==> config.mk <==
export PLATFORM = sky130hd
export DESIGN_NAME = alarm_ring_ctrl
export DESIGN_NICKNAME = d
export VERILOG_FILES = /design/src/rtl/alarm_ring_ctrl.sv
export SDC_FILE = /design/constraint.sdc
export NUM_CORES = 1
export LEC_CHECK = 0
export ABC_CLOCK_PERIOD_IN_PS = 4200
export BUFFER_PORTS_ARGS = -buffer_cell sky130_fd_sc_hd__buf_2
export CORE_ASPECT_RATIO = 0.6
export CORE_MARGIN = 3
export CORE_UTILIZATION = 45
export CTS_CLUSTER_SIZE = 28
export DETAILED_ROUTE_END_ITERATION = 16
export PLACE_DENSITY = 0.76
export SLEW_MARGIN = 20
export SYNTH_ARGS = -nofsm -noshare
export SYNTH_HDL_FRONTEND = slang
export SYNTH_SLANG_ARGS = --single-unit
==> constraint.sdc <==
create_clock -name clk -period 4.2 [get_ports clk]
set_clock_uncertainty 0.15 [all_clocks]
set_input_delay 0.42 -clock clk [delete_from_list [all_inputs] [get_ports clk]]
set_output_delay 0.42 -clock clk [all_outputs]
set_load 0.01 [all_outputs]
==> src/rtl/alarm_ring_ctrl.sv <==
// Alarm ring controller: arms on enable, rings on the alarm-minute edge, and handles
// snooze, stop and RTC-invalid freeze. All outputs are registered.
module alarm_ring_ctrl #(
    parameter int unsigned RING_SECONDS   = 60,
    parameter int unsigned SNOOZE_SECONDS = 300
) (
    input  logic       clk,
    input  logic       reset,
    input  logic       okmaquina,
    input  logic       tick_1hz,
    input  logic [7:0] time_hh,
    input  logic [7:0] time_mm,
    input  logic [7:0] time_ss,
    input  logic [7:0] alarm_hh,
    input  logic [7:0] alarm_mm,
    input  logic       alarm_en,
    input  logic       stop_btn,
    input  logic       snooze_btn,
    output logic       activar_alarma,
    output logic       blink,
    output logic [1:0] ring_state,
    output logic [8:0] secs_left
);

    typedef enum logic [1:0] {
        StIdle    = 2'd0,
        StArmed   = 2'd1,
        StRinging = 2'd2,
        StSnooze  = 2'd3
    } state_e;

    localparam logic [8:0] RingLoad   = 9'(RING_SECONDS);
    localparam logic [8:0] SnoozeLoad = 9'(SNOOZE_SECONDS);

    state_e     state_q, state_d;
    logic [8:0] secs_q, secs_d;
    logic       phase_q, phase_d;
    logic       act_q, act_d;
    logic       blink_q, blink_d;
    logic       match_q, stop_q, snooze_q;

    logic       match, trigger, stop_rise, snooze_rise;
    logic [8:0] secs_dec;

    assign match       = okmaquina && (time_hh == alarm_hh) && (time_mm == alarm_mm)
                         && (time_ss == 8'h00);
    assign trigger     = match && !match_q;
    assign stop_rise   = stop_btn && !stop_q;
    assign snooze_rise = snooze_btn && !snooze_q;
    assign secs_dec    = (secs_q == 9'd0) ? 9'd0 : secs_q - 9'd1;

    always_ff @(posedge clk) begin
        if (reset) begin
            state_q  <= StIdle;
            secs_q   <= 9'd0;
            phase_q  <= 1'b0;
            act_q    <= 1'b0;
            blink_q  <= 1'b0;
            match_q  <= 1'b0;
            stop_q   <= 1'b0;
            snooze_q <= 1'b0;
        end else begin
            state_q  <= state_d;
            secs_q   <= secs_d;
            phase_q  <= phase_d;
            act_q    <= act_d;
            blink_q  <= blink_d;
            match_q  <= match;
            stop_q   <= stop_btn;
            snooze_q <= snooze_btn;
        end
    end

    always_comb begin
        state_d = state_q;
        secs_d  = secs_q;
        phase_d = phase_q;
        if (state_q != StIdle && !alarm_en) begin
            state_d = StIdle;
            secs_d  = 9'd0;
            phase_d = 1'b0;
        end else begin
            unique case (state_q)
                StIdle: begin
                    if (alarm_en) state_d = StArmed;
                end
                StArmed: begin
                    if (trigger) begin
                        state_d = StRinging;
                        secs_d  = RingLoad;
                        phase_d = 1'b1;
                    end
                end
                StRinging: begin
                    // An invalid RTC freezes the ring entirely; only disable can leave.
                    if (okmaquina) begin
                        if (stop_rise) begin
                            state_d = StArmed;
                            secs_d  = 9'd0;
                            phase_d = 1'b0;
                        end else if (snooze_rise) begin
                            state_d = StSnooze;
                            secs_d  = SnoozeLoad;
                            phase_d = 1'b0;
                        end else if (tick_1hz) begin
                            if (secs_q == 9'd1) begin
                                state_d = StArmed;
                                secs_d  = 9'd0;
                                phase_d = 1'b0;
                            end else begin
                                secs_d  = secs_dec;
                                phase_d = ~phase_q;
                            end
                        end
                    end
                end
                StSnooze: begin
                    if (okmaquina) begin
                        if (stop_rise) begin
                            state_d = StArmed;
                            secs_d  = 9'd0;
                            phase_d = 1'b0;
                        end else if (tick_1hz) begin
                            if (secs_q == 9'd1) begin
                                state_d = StRinging;
                                secs_d  = RingLoad;
                                phase_d = 1'b1;
                            end else begin
                                secs_d = secs_dec;
                            end
                        end
                    end
                end
                default: state_d = StIdle;
            endcase
        end
    end

    // Outputs are computed from the next state so they land on the same edge as the state.
    always_comb begin
        act_d   = (state_d == StRinging) && okmaquina;
        blink_d = act_d && phase_d;
    end

    assign activar_alarma = act_q;
    assign blink          = blink_q;
    assign ring_state     = state_q;
    assign secs_left      = secs_q;

endmodule

## Word-level counts from Yosys, hierarchy flattened

Cells that the tools add are included.

- Bits in registers: 17
- Bits of input ports: 47
- Output and inout port bits: 13
- Logic and storage cells: 79

- Add/sub/neg operators: 1
- Equal/unequal tests: 12
- Multiplexer cells: 37
- Bitwise logic cells: 1
- Reductions and logical operators: 20

Operators by type and width:

| kind | count |
|---|---|
| 9-bit 2-to-1 mux | 11 |
| 9-bit one-hot mux with 3 select lines | 1 |
| 2-bit 2-to-1 mux | 12 |
| 8-bit == test | 2 |
| 1-bit 2-to-1 mux | 11 |
| 9-bit by 1-bit == test with 1-bit output, second input constant | 1 |
| 1-bit logical AND | 9 |
| 9-bit logical NOT | 1 |
| 9-bit by 1-bit subtractor with 9-bit output, second input constant | 1 |
| 8-bit logical NOT | 1 |
| 2-bit one-hot mux with 4 select lines | 1 |
| 2-bit == test, second input constant | 3 |
| 2-bit != test, second input constant | 3 |
| 6-bit AND reduction | 1 |
| 1-bit logical NOT | 4 |
| 4-bit != test, second input constant | 1 |
| 3-bit != test, second input constant | 1 |
| 1-bit one-hot mux with 3 select lines | 1 |
| 3-bit nonzero test | 1 |
| 2-bit by 1-bit == test with 1-bit output, second input constant | 1 |
| 2-bit logical NOT | 1 |
| 2-bit nonzero test | 1 |
| 2-bit OR reduction | 1 |
| 1-bit NOT | 1 |

## Longest topological paths before layout

Gate-level depths: netlist of run 1.

- Word-level depth: 11
- Depth in mapped cells: 7
- Mapped depth without buffers: 7

## Worst setup path before layout of run 1

No wires, ideal clock.

- Path kind: input to register
- From: input port okmaquina
- To: register secs_q[4] (netlist: secs_left[4])
- Library setup time: 59 ps
- Arrival: 1709 ps
- Data required time: 3991 ps
- Setup slack: 2282 ps
- Stages: 6
- Buffers on the path: 1
- Cell sequence: buf_6 > nor4b_2 > nand4_1 > or3_1 > o21ai_2 > o221a_2

- Longest elaborated chain between the ends: 6
- Elaborated cells between the ends (all ways): 8
- Those cells by class: eq/ne (3); reduce/logical (5)

RTL lines:

| element | RTL line | source |
|---|---|---|
| start, declared | 9 | `input logic okmaquina,` |
| 1-bit logical AND (2 in series) | 45 | `assign match = okmaquina && (time_hh == alarm_hh) && (time_mm == alarm_mm)` |
| 1-bit logical AND | 46 | `&& (time_ss == 8'h00);` |
| 1-bit logical AND | 47 | `assign trigger = match && !match_q;` |
| 2-bit != test (no source line) | n/a |  |
| 6-bit AND reduction (no source line) (*) | n/a |  |
| end signal, assigned | 64 | `secs_q <= secs_d;` |
| end, declared | 36 | `logic [8:0] secs_q, secs_d;` |

Mark *: on every way between the ends. The rest lies on a longest branch, timed or not.
A chain may end at the register's enable or synchronous reset.

## Worst setup path after layout of run 1

- From: register secs_q[3] (netlist: secs_left[3])
- To: register blink_q (netlist: blink)

- Longest elaborated chain between the ends: 11
- Elaborated cells between the ends (all ways): 26
- Those cells by class: eq/ne (2); mux (22); reduce/logical (2)

RTL lines:

| element | RTL line | source |
|---|---|---|
| 9-bit by 1-bit == test with 1-bit output (*) | 106, 124 |  |
| 2-bit 2-to-1 mux | 106 | `if (secs_q == 9'd1) begin` |
| 2-bit 2-to-1 mux | 105 | `end else if (tick_1hz) begin` |
| 2-bit 2-to-1 mux | 101 | `end else if (snooze_rise) begin` |
| 2-bit 2-to-1 mux | 97 | `if (stop_rise) begin` |
| 2-bit 2-to-1 mux | 96 | `if (okmaquina) begin` |
| 2-bit one-hot mux with 4 select lines | 83 | `unique case (state_q)` |
| 2-bit 2-to-1 mux | 78 | `if (state_q != StIdle && !alarm_en) begin` |
| 2-bit == test | 141 | `act_d = (state_d == StRinging) && okmaquina;` |
| 1-bit logical AND | 141 |  |
| 1-bit logical AND (*) | 142 | `blink_d = act_d && phase_d;` |
| end signal, assigned | 67 | `blink_q <= blink_d;` |
| end, declared | 39 | `logic blink_q, blink_d;` |

Marks and branches as above.

==> results.md, run 1 <==
| Quantity | This run |
|:---|:---|
| Type of the setup path with the least slack | flip-flop to flip-flop |
| Data arrival time of the critical path | 2.31 ns |
| GR Util met3 | 6.09% |
| Synth-to-layout area growth | 24.7% |
| Wire length of the first global-routing pass | 6530 microns |
| Placer Congestion | 0.988 |
| Die Y | 48.9 microns |
| GR peak layer | met2 |
| Largest buffer count on any clock path | 2 |
| TritonCTS clock tree | built |
| Number of buffers inserted by post-CTS setup repair | 0 |
| Sequential share of the synthesized area | 24.6% |
| Routed via count divided by cell count | 6.03 |
| Initial antenna violation count | 0 |
| Antenna cell count | 0 |
| Cell Area, Synth | 0.00138 sq mm |
| Clock insertion delay at the later pin of the skew report | 0.25 ns |
| Type of destination of the critical path | flip-flop |
| Clock buffers created by TritonCTS | 3 |
| Total wire length | 4070 microns |
| Worst rel slew slack | 48.1% |
| Clk network pwr share | 34.4% |
| Final Hold Violating Endpoints | 0 |
| Required time reported for the critical path endpoint | 4.21 ns |
| Number of synthesized flops with an enable pin | 0 |
| Drt first-iter violations | 186 |
| Power density cells | 211 mW/mm^2 |
| Peak supply drop | 0.104 mV |
| Core Footprint | 0.00272 sq mm |
| Vias after detailed routing | 1567 |
| Static Leakage | 0.732 nW |
| Final count of negative-setup-slack endpoints | 0 |
| Yosys top cell area share | 24.6% |
| Number of buffers inserted by port buffering | 59 |
| Cells after synthesis | 163 |
| Starting density of the core | 50.9% |
| DIE AREA | 0.00380 sq mm |
| Detailed placement HPWL | 3290 microns |
| Proportion of power drawn by combinational gates | 19.4% |
| Flop pwr share | 46.2% |
| Largest net degree at the start of global routing | 15 |
| Async SR Flop Fraction | 0% |
| Syn Nets | 213 |
| RSZ-0062 raised after global routing | false |
| Crit start category | flip-flop |
| Dpl cells | 256 |
| Avg Inst Size Synth | 8.48 sq um |
| Largest fanout of any net on the critical path | 14 |
| GR Layer Usage met2 | 34.1% |
| Total number of clock tree sinks | 17 |
| Worst hold-check path type | primary input to flip-flop |
| Number of filler instances in the final layout | 237 |
| Drt pass-1 iters | 4 |
| Complex-gate fraction of the synthesized area | 24.1% |
| Synthesized-area fraction occupied by adder cells | 2.71% |
| Aggregate global routing overflow | 0 |
| Area contributors post-synth | dfxtp_1, xnor2_1, nand4_1 |
| Clk root buf | clkbuf_8 |
| DIE WIDTH | 77.6 microns |
| Fin Hold WS | 0.250 ns |
| Global routing met1 resource utilization | 28.0% |
| Number of warnings reported in the yosys synthesis log | 0 |
| Sum of negative setup slack | 0 ns |
| Total routing usage reported by global routing | 21.2% |
| Portion of netlist area occupied by mux cells | 0.724% |
| Count of unique library cells instantiated by Yosys | 59 |
| Max-capacitance violation count | 0 |
| Actual slew at the worst max-slew pin | 0.774 ns |
| Basic-gate share of the synthesized area counting and, or, nand and nor cells | 31.9% |
| Boundary Pins | 60 |
| Site row count | 14 |
| Main synth FF type | dfxtp_1 |
| Count of nets after finishing | 271 |
| Count of hold buffers inserted by post-cts repair | 0 |
| Area leader, netlist | dfxtp_1 |
| Fraction of layout instances using a drive strength above 1 | 35.9% |
| Switching Power | 96.5 uW |
| Sw Ratio | 26.5% |
| Number of global-route vias before repair | 1465 |
| Period minus WS final | 2.30 ns |
| Max-slew violation count | 0 |
| Post-CTS sizing | 0 |
| Post-route clock period utilization | 54.7% |
| Count of unresolved DRC violations after routing | 0 |
| Flops & latches, synth | 17 |
| Routed Antenna Nets | 0 |
| Number of levels in the clock H-tree | 1 |
| Run status | complete, no violations |
| XOR/XNOR share of the synthesized area | 11.4% |
| Post-route insts no fill | 260 |
| Cell internal power dissipation | 268 uW |
| Final routed wire length divided by cell count | 15.7 microns |
| Largest family of logic cells by synthesized area | simple AND/OR/NAND/NOR gates |
| Max Clk Rate | 0.435 GHz |
| Clock slew at the register clock pins of the worst setup and hold paths | 0.07 ns |
## registers in the layout, summed over array words and instances (netlist names)
register        flops
secs_left           9
phase_q             1
blink               1
match_q             1
activar_alarma      1
ring_state          2
snooze_q            1
stop_q              1
## final timing paths
kind,startpoint,end,slack [ns],cells after the start
setup / recovery,secs_left[3],blink,1.90,5
hold / removal,reset,snooze_q,0.25,2
setup reg to reg,secs_left[3],blink,1.90,5
hold reg to reg,phase_q,phase_q,0.39,2
## area by class of cell
type | count | area (sq um) | share of cell area, %
clock buffer | 4 | 45.0 | 2.61
inverter | 4 | 15.0 | 0.871
multi-input combinational | 136 | 978 | 56.7
sequential | 17 | 340 | 19.7
tap | 40 | 50.0 | 2.90
timing repair buffer | 59 | 295 | 17.1
## power groups by stage
stage | sequential [mW] | combinational [mW] | clock [mW]
after floorplan | 0.170 | 0.0405 | 0
after global placement | 0.172 | 0.0674 | 0
after detailed placement | 0.172 | 0.0701 | 0
after CTS | 0.168 | 0.0704 | 0.125
after global routing | 0.169 | 0.0783 | 0.132
final | 0.168 | 0.0708 | 0.125
## per-layer routing
metal / vias to the layer above / share of wire [%]
li1: 747 / -
met1: 716 / 44
met2: 100 / 45
met3: 4 / 10
met4: 0 / 0.49
met5: - / 0
## placed cells by master (no fill, tap or decap), types with 3 or more instances in the layout
master    Yosys  routed
a211oi_1      3       3
a21oi_1       4       4
a31o_2        3       3
a31oi_1       5       5
buf_2         0      59
clkbuf_8      1       3
dfxtp_1      17      17
ha_1          3       3
inv_1         4       4
nand2_1      13      13
nand3_1       6       6
nand3b_1      3       3
nand4_1      10      10
nor2_1        9       9
nor2b_1       4       4
nor3_1        5       5
o21ai_0       4       4
o31ai_1       3       3
xnor2_1      13      13
xor2_1        5       5
## per-stage QoR
| step | total power, mW | utilization [%] | area (sq um) | worst slack (ns) |
|---|---|---|---|---|
| floorplan | 0.210 | - | 1380 | 2.28 |
| global placement | 0.239 | 61.8 | 1680 | 1.95 |
| detailed placement | 0.242 | 61.8 | 1680 | 1.91 |
| CTS | 0.363 | 63.5 | 1720 | 1.93 |
| global route | 0.379 | 63.5 | 1720 | 1.73 |
| finish | 0.364 | 63.5 | 1720 | 1.90 |
## worst max-delay path: stages (launching register included)
cell and delay [ns]:
dfxtp_1 0.36, nor3_2 0.67, nand4_1 0.19, o31a_1 0.31, or2_1 0.27, a211oi_1 0.26
## cell families (layout without fill, tap and decap cells)
| family | Yosys count | count (layout) |
|---|---|---|
| buf+inv | 10 | 67 |
| fa+ha+maj | 3 | 3 |
| compound gates | 42 | 42 |
| mux | 1 | 1 |
| simple gates | 72 | 72 |
| flops | 17 | 17 |
| xor+xnor | 18 | 18 |
## cell usage after synthesis, types with 2 or more instances
| cell | count |
|---|---|
| or4_1 | 2 |
| or3_1 | 2 |
| o2111a_1 | 2 |
| nand2_1 | 13 |
| a211oi_1 | 3 |
| nand3b_1 | 3 |
| o211ai_1 | 2 |
| a31oi_1 | 5 |
| clkbuf_1 | 3 |
| nor2_1 | 9 |
| inv_1 | 4 |
| xnor2_1 | 13 |
| o31ai_1 | 3 |
| a21oi_1 | 4 |
| xor2_1 | 5 |
| nor3b_1 | 2 |
| nand4_1 | 10 |
| nand3_1 | 6 |
| o21ai_0 | 4 |
| nor4_1 | 2 |
| dfxtp_1 | 17 |
| a31o_2 | 3 |
| nor2b_1 | 4 |
| nor3_1 | 5 |
| ha_1 | 3 |
Power figures use the tool's default switching activity.
==> inputs of run 2 (changes only) <==
Settings changed: ABC_CLOCK_PERIOD_IN_PS 4200 to 1900, CORE_UTILIZATION 45 to 43.
Clock period 4.2 ns to 1.9 ns, I/O delays scaled along.
==> run 2 against run 1 <==
Effect of this change:
- the flow now finishes with violations (setup timing)
- global-route usage is 0.77 points higher
- sequential power rose by 120%
- register-to-register slack got worse by 1.9 ns
- worst hold slack lost 0.24 ns
- count of clock-buffer cells in the layout is 1 lower
- wire length rose by 8.1%
- sequential cell count unchanged
- cell area up 13%
- largest cell class unchanged
==> results.md, run 2 (synthesized netlist as in run 1, its figures left out) <==
| Quantity | This run |
|:---|:---|
| Data arrival time of the critical path | 1.97 ns |
| Number of levels in the clock H-tree | 1 |
| Core Footprint | 0.00297 sq mm |
| Sum of negative setup slack | -0.0395 ns |
| Critical Path Slowest Stage Cell | o31a_1 |
| Crit path capture | activar_alarma |
| TritonCTS clock tree | built |
| Worst hold-check path type | primary input to flip-flop |
| RSZ-0062 raised after global routing | true |
| Period minus WS final | 1.94 ns |
| Type of the setup path with the least slack | flip-flop to flip-flop |
| Actual slew at the worst max-slew pin | 0.465 ns |
| Hold_sp | reset |
| Routed Antenna Nets | 0 |
| Type of destination of the critical path | flip-flop |
| Max reg flops | 9 |
| Launch point of the critical path | secs_left[6] |
| Number of global-route vias before repair | 1393 |
| Top delay family on crit path | simple AND/OR/NAND/NOR gates |
| Starting density of the core | 46.6% |
| Worst rel slew slack | 68.7% |
| Drt first-iter violations | 105 |
| Largest buffer count on any clock path | 2 |
| DIE AREA | 0.00395 sq mm |
| Switching Power | 232 uW |
| Number of filler instances in the final layout | 266 |
| Worst reg2reg path startpoint | secs_left[6] |
| Placer Congestion | 0.915 |
| Count of unresolved DRC violations after routing | 0 |
| Clock insertion delay at the later pin of the skew report | 0.26 ns |
| Static Leakage | 0.860 nW |
| Total number of clock tree sinks | 17 |
| Cell internal power dissipation | 602 uW |
| Flop pwr share | 43.9% |
| Initial antenna violation count | 0 |
| Post-Place Worst Slack | -0.0305 ns |
| Crit path depth | 5 |
| Number of buffers inserted by port buffering | 59 |
| Most common cell after layout, fill and taps aside | buf_2 |
| Total wire length | 4400 microns |
| Violations in the final reports | setup timing |
| Aggregate global routing overflow | 0 |
| Largest net degree at the start of global routing | 14 |
| Max Clk Rate | 0.516 GHz |
| Power density cells | 427 mW/mm^2 |
| Clk root buf | clkbuf_8 |
| Max-slew violation count | 0 |
| Power after layout | 834 uW |
| Critical path buffer and inverter count | 0 |
| Endpoint of the worst-slack reg-to-reg timing path | activar_alarma |
| Post-route insts no fill | 287 |
| Dpl cells | 279 |
| Total routing usage reported by global routing | 21.9% |
| Post-route clock period utilization | 102% |
| Largest fanout of any net on the critical path | 3 |
| Synth-to-layout area growth | 41.3% |
| Final worst slack | -0.0367 ns |
| Most frequent cells in the layout | buf_2, buf_4, dfxtp_1 |
| Proportion of power drawn by combinational gates | 22.2% |
| Sw Ratio | 27.8% |
| Crit start category | flip-flop |
| Clock slew at the register clock pins of the worst setup and hold paths | 0.08 ns |
| Peak supply drop | 0.272 mV |
| CP peak stage delay | 0.37 ns |
| Wire length of the first global-routing pass | 6870 microns |
| Clock buffers created by TritonCTS | 3 |
| Routed via count divided by cell count | 5.57 |
| Vias after detailed routing | 1600 |
| Die Y | 49.9 microns |
| Antenna cell count | 0 |
| Final count of negative-setup-slack endpoints | 2 |
| R2R cell count | 5 |
| Fraction of layout instances using a drive strength above 1 | 47.3% |
| Final Hold Violating Endpoints | 0 |
| Final routed wire length divided by cell count | 15.3 microns |
| Detailed placement HPWL | 3540 microns |
| Clk network pwr share | 33.9% |
| Required time reported for the critical path endpoint | 1.93 ns |
| Boundary Pins | 60 |
| Post-layout util | 65.9% |
| Drt pass-1 iters | 4 |
| Cell Chain, Critical Path | nor4_4 -> nand4_1 -> o31a_1 -> or2_1 -> a211oi_2 |
| Max-capacitance violation count | 0 |
| Site row count | 15 |
| DIE WIDTH | 79.2 microns |
| Worst reg-to-reg setup slack | -0.04 ns |
| Count of nets after finishing | 296 |
| Run status | finished with violations |
-- run 2: changes by cell type in the layout (fill, tap and decap cells not counted), sizes merged --
cell and delta:
clkbuf -1, buf +25, clkinv +1
-- run 2: per-layer routing --
metal / vias to the layer above / global-route usage (%) / wire (microns)
met2: 40 / 30.2 / 1930
met4: 0 / 3.71 / 26
met5: - / 0 / 0
li1: 792 / - / -
met1: 764 / 35.0 / 2270
met3: 4 / 3.83 / 173
-- run 2: how the worst min path moves through the flow --
| stage | endpoint | cells after the start |
|---|---|---|
| 6_report | stop_q | 2 |
| 3_5_place_dp | stop_q | 2 |
| 2_1_floorplan | snooze_q | 1 |
| 4_1_cts | stop_q | 2 |
| 3_3_place_gp | snooze_q | 2 |
| 5_1_grt | stop_q | 2 |
-- run 2: power groups by stage --
stage,Clock (mW),Sequential (mW),Combinational (mW)
CTS,0.282,0.366,0.178
detailed placement,0,0.374,0.177
global route,0.291,0.367,0.200
finish,0.283,0.366,0.185
global placement,0,0.374,0.174
floorplan,0,0.375,0.0895
-- run 2: layout make-up --
type	count	area, sq um	area share, %
clock buffers	3	41.3	2.11
clock inverters	1	5.00	0.256
inverters	4	15.0	0.769
multi-input cells	136	1010	51.8
flip-flops and latches	17	344	17.6
well taps	42	52.6	2.69
repair buffers	84	483	24.7
-- run 2: stage by stage --
| step | hold slack [ns] | area [sq um] |
|---|---|---|
| after detailed placement | 0.281 | 1840 |
| final | 0.0116 | 1950 |
| after global routing | 0.0235 | 1950 |
| after floorplan | 0.112 | 1380 |
| after CTS | 0.0106 | 1900 |
| after global placement | 0.280 | 1840 |
-- run 2: timing repair --
| item | in CTS | in global routing |
|---|---|---|
| hold buffers | 0 | 0 |
| resized for setup | 1 | 12 |
| endpoints found under the setup margin | 3 | 7 |
| pin swaps | 1 | 9 |
| setup buffers | 1 | 3 |
-- run 2: worst reg2reg max path: stages (launching register included) --
cell and delay (ns):
dfxtp_2 0.33, nor4_4 0.35, nand4_1 0.19, o31a_1 0.37, or2_1 0.27, a211oi_2 0.20
==> inputs of run 3 (changes only) <==
Settings changed: ABC_AREA set to 1, CORE_UTILIZATION 43 to 45, CTS_CLUSTER_SIZE 28 to 20.
==> run 3 against run 2 <==
Effect of this change:
- clock power grew 3%
- synthesized area grew 27%
- worst hold slack gained 0.030 ns
- sequential power grew 6.6%
- sequential cell count is the same
- via count grew 30%
- the flow now finishes without violations
- critical path depth grew 8
- synthesized cell count grew 93%
- wire length grew 19%
- die area grew 19%
- largest cell class unchanged
- utilization shrank 1.8 points
- combinational power grew 140%
==> results.md, run 3 <==
| Quantity | This run |
|:---|:---|
| Most numerous cell on the critical path | nand2_1 |
| Max Clk Rate | 0.545 GHz |
| Number of warnings reported in the yosys synthesis log | 0 |
| Cell Chain, Critical Path | inv_2 -> ha_2 -> nand2_2 -> nor2_4 -> nand2_8 -> inv_2 -> nand2_1 -> nand2_1 -> a21oi_1 -> nor2_1 -> nand2_1 -> nand2_1 -> nor2_1 |
| Synth-to-layout area growth | 27.2% |
| Clk root buf | clkbuf_8 |
| Area contributors post-synth | dfxtp_1, nand2_1, inv_1 |
| Wire length of the first global-routing pass | 8180 microns |
| Count of unresolved DRC violations after routing | 0 |
| Peak supply drop | 0.399 mV |
| Hold_sp | alarm_en |
| Most common cell after layout, fill and taps aside | nand2_1 |
| Most repeated cell in the gate-level netlist after synthesis | nand2_1 |
| Critical Path Slowest Stage Cell | dfxtp_1 |
| Antenna cell count | 0 |
| Critical path buffer and inverter count | 2 |
| Number of synthesized flops with an enable pin | 0 |
| Starting density of the core | 50.4% |
| Aggregate global routing overflow | 0 |
| Type of destination of the critical path | flip-flop |
| Max reg flops | 9 |
| Period minus WS final | 1.84 ns |
| Clk network pwr share | 25.8% |
| Worst rel slew slack | 68.8% |
| Cell internal power dissipation | 692 uW |
| Largest fanout of any net on the critical path | 7 |
| Largest net degree at the start of global routing | 12 |
| Total routing usage reported by global routing | 22.6% |
| Placer Congestion | 0.907 |
| Top delay family on crit path | simple AND/OR/NAND/NOR gates |
| Yosys top cell area share | 19.4% |
| Cells after synthesis | 314 |
| Total number of clock tree sinks | 17 |
| Number of buffers inserted by port buffering | 59 |
| Die Y | 54.4 microns |
| Routed Antenna Nets | 0 |
| Main synth FF type | dfxtp_1 |
| Count of unique library cells instantiated by Yosys | 31 |
| Largest buffer count on any clock path | 2 |
| Core Footprint | 0.00348 sq mm |
| Final worst slack | 0.0641 ns |
| Post-Place Worst Slack | 0.0759 ns |
| Final routed wire length divided by cell count | 12.3 microns |
| Worst hold-check path type | primary input to flip-flop |
| Proportion of power drawn by combinational gates | 39.7% |
| Post-route clock period utilization | 96.6% |
| Type of the setup path with the least slack | flip-flop to flip-flop |
| Static Leakage | 1.32 nW |
| Sw Ratio | 38.8% |
| Crit start category | flip-flop |
| Leading post-synthesis cells by instance count | nand2_1, inv_1, nor2_1, dfxtp_1, nand3_1 |
| Required time reported for the critical path endpoint | 1.91 ns |
| DIE WIDTH | 86.6 microns |
| Area leader, netlist | dfxtp_1 |
| Sequential share of the synthesized area | 19.4% |
| Worst reg2reg path startpoint | secs_left[1] |
| Data arrival time of the critical path | 1.84 ns |
| Drt pass-1 iters | 5 |
| Clock insertion delay at the later pin of the skew report | 0.26 ns |
| Post-layout util | 64.1% |
| Syn Nets | 364 |
| Most frequent cells in the layout | nand2_1, buf_2, inv_1 |
| Avg Inst Size Synth | 5.59 sq um |
| Power density cells | 506 mW/mm^2 |
| Initial antenna violation count | 0 |
| Total wire length | 5260 microns |
| Final Hold Violating Endpoints | 0 |
| Count of nets after finishing | 432 |
| Max-capacitance violation count | 0 |
| Actual slew at the worst max-slew pin | 0.457 ns |
| Clock buffers created by TritonCTS | 3 |
| Met1 layer wirelength in the final routing | 2780 microns |
| Number of global-route vias before repair | 1730 |
| Cell Area, Synth | 0.00175 sq mm |
| Async SR Flop Fraction | 0% |
| Switching Power | 438 uW |
| Launch point of the critical path | secs_left[1] |
| Boundary Pins | 60 |
| CP peak stage delay | 0.32 ns |
| Run status | complete, no violations |
| Final count of negative-setup-slack endpoints | 0 |
| Flops & latches, synth | 17 |
| Clock slew at the register clock pins of the worst setup and hold paths | 0.07 ns |
| Top Layer Used | met4 |
| Sum of negative setup slack | 0 ns |
| Wire length on met2 | 1890 microns |
| Drt first-iter violations | 245 |
| Flop pwr share | 34.5% |
| Vias after detailed routing | 2076 |
| Fin Hold WS | 0.0418 ns |
| Site row count | 16 |
| Routed via count divided by cell count | 4.87 |
| Max-slew violation count | 0 |
| DIE AREA | 0.00471 sq mm |
| TritonCTS clock tree | built |
| Detailed placement HPWL | 4220 microns |
| Number of levels in the clock H-tree | 1 |
| DR WL met3 | 559 microns |
| Fraction of layout instances using a drive strength above 1 | 29.9% |
## run 3: layout make-up
class / instances / area (sq um)
clock buffers: 3 / 41.3
clock inverters: 1 / 7.51
fillers: 367 / 1250
inverters: 64 / 248
multi-input cells: 228 / 1170
flip-flops and latches: 17 / 342
well taps: 45 / 56.3
repair buffers: 68 / 368
## run 3: worst reg2reg max path, cell delays in order (launching register included)
cell and delay (ns):
dfxtp_1 0.32, inv_2 0.11, ha_2 0.19, nand2_2 0.07, nor2_4 0.14, nand2_8 0.10
inv_2 0.09, nand2_1 0.05, nand2_1 0.09, a21oi_1 0.09, nor2_1 0.13, nand2_1 0.06
nand2_1 0.12, nor2_1 0.05
## run 3: cell families (layout without fill, tap and decap cells)
kind of cell	Yosys count	after routing	synth area share, %
AND/OR/NAND/NOR	196	196	52.6
buffers and inverters	69	136	15.5
adder cells (fa/ha/maj)	3	3	2.14
AO/OA/AOI/OAI	25	25	8.35
flip-flops	17	17	19.4
XOR/XNOR	4	4	2.00
## run 3: path summary, 6_finish.rpt
kind | endpoint | slack (ns) | depth (start not counted)
worst min register to register | secs_left[7] | 0.38 | 2
worst max-delay path | phase_q | 0.06 | 13
worst min-delay path | ring_state[0] | 0.04 | 3
worst max register to register | phase_q | 0.06 | 13
## run 3: stage by stage
step / power, mW / cells / area [sq um]
floorplan: 0.687 / 314 / 1750
finish: 1.13 / 426 / 2230
global route: 1.20 / 426 / 2230
CTS: 1.11 / 423 / 2180
global placement: 0.815 / 417 / 2110
detailed placement: 0.820 / 417 / 2110
## run 3: power by group through the flow
stage	sequential (mW)	clock [mW]	combinational [mW]
after floorplan	0.400	0	0.287
after global placement	0.396	0	0.419
after detailed placement	0.396	0	0.424
after CTS	0.388	0.293	0.430
after global routing	0.392	0.310	0.499
final	0.390	0.292	0.449
## run 3: timing repair
action | in CTS | in global routing
endpoints found under the hold margin | 2 | 0
gates resized for setup | 0 | 11
endpoints found under the setup margin | 0 | 10
hold buffers | 2 | 0
setup buffers | 0 | 3
## run 3: per-layer routing
metal  global-route usage, %  vias to the layer above
li1                        -                     1092
met1                    36.3                      900
met2                    29.6                       80
met3                    6.17                        4
met4                    2.33                        0
met5                       0                        -
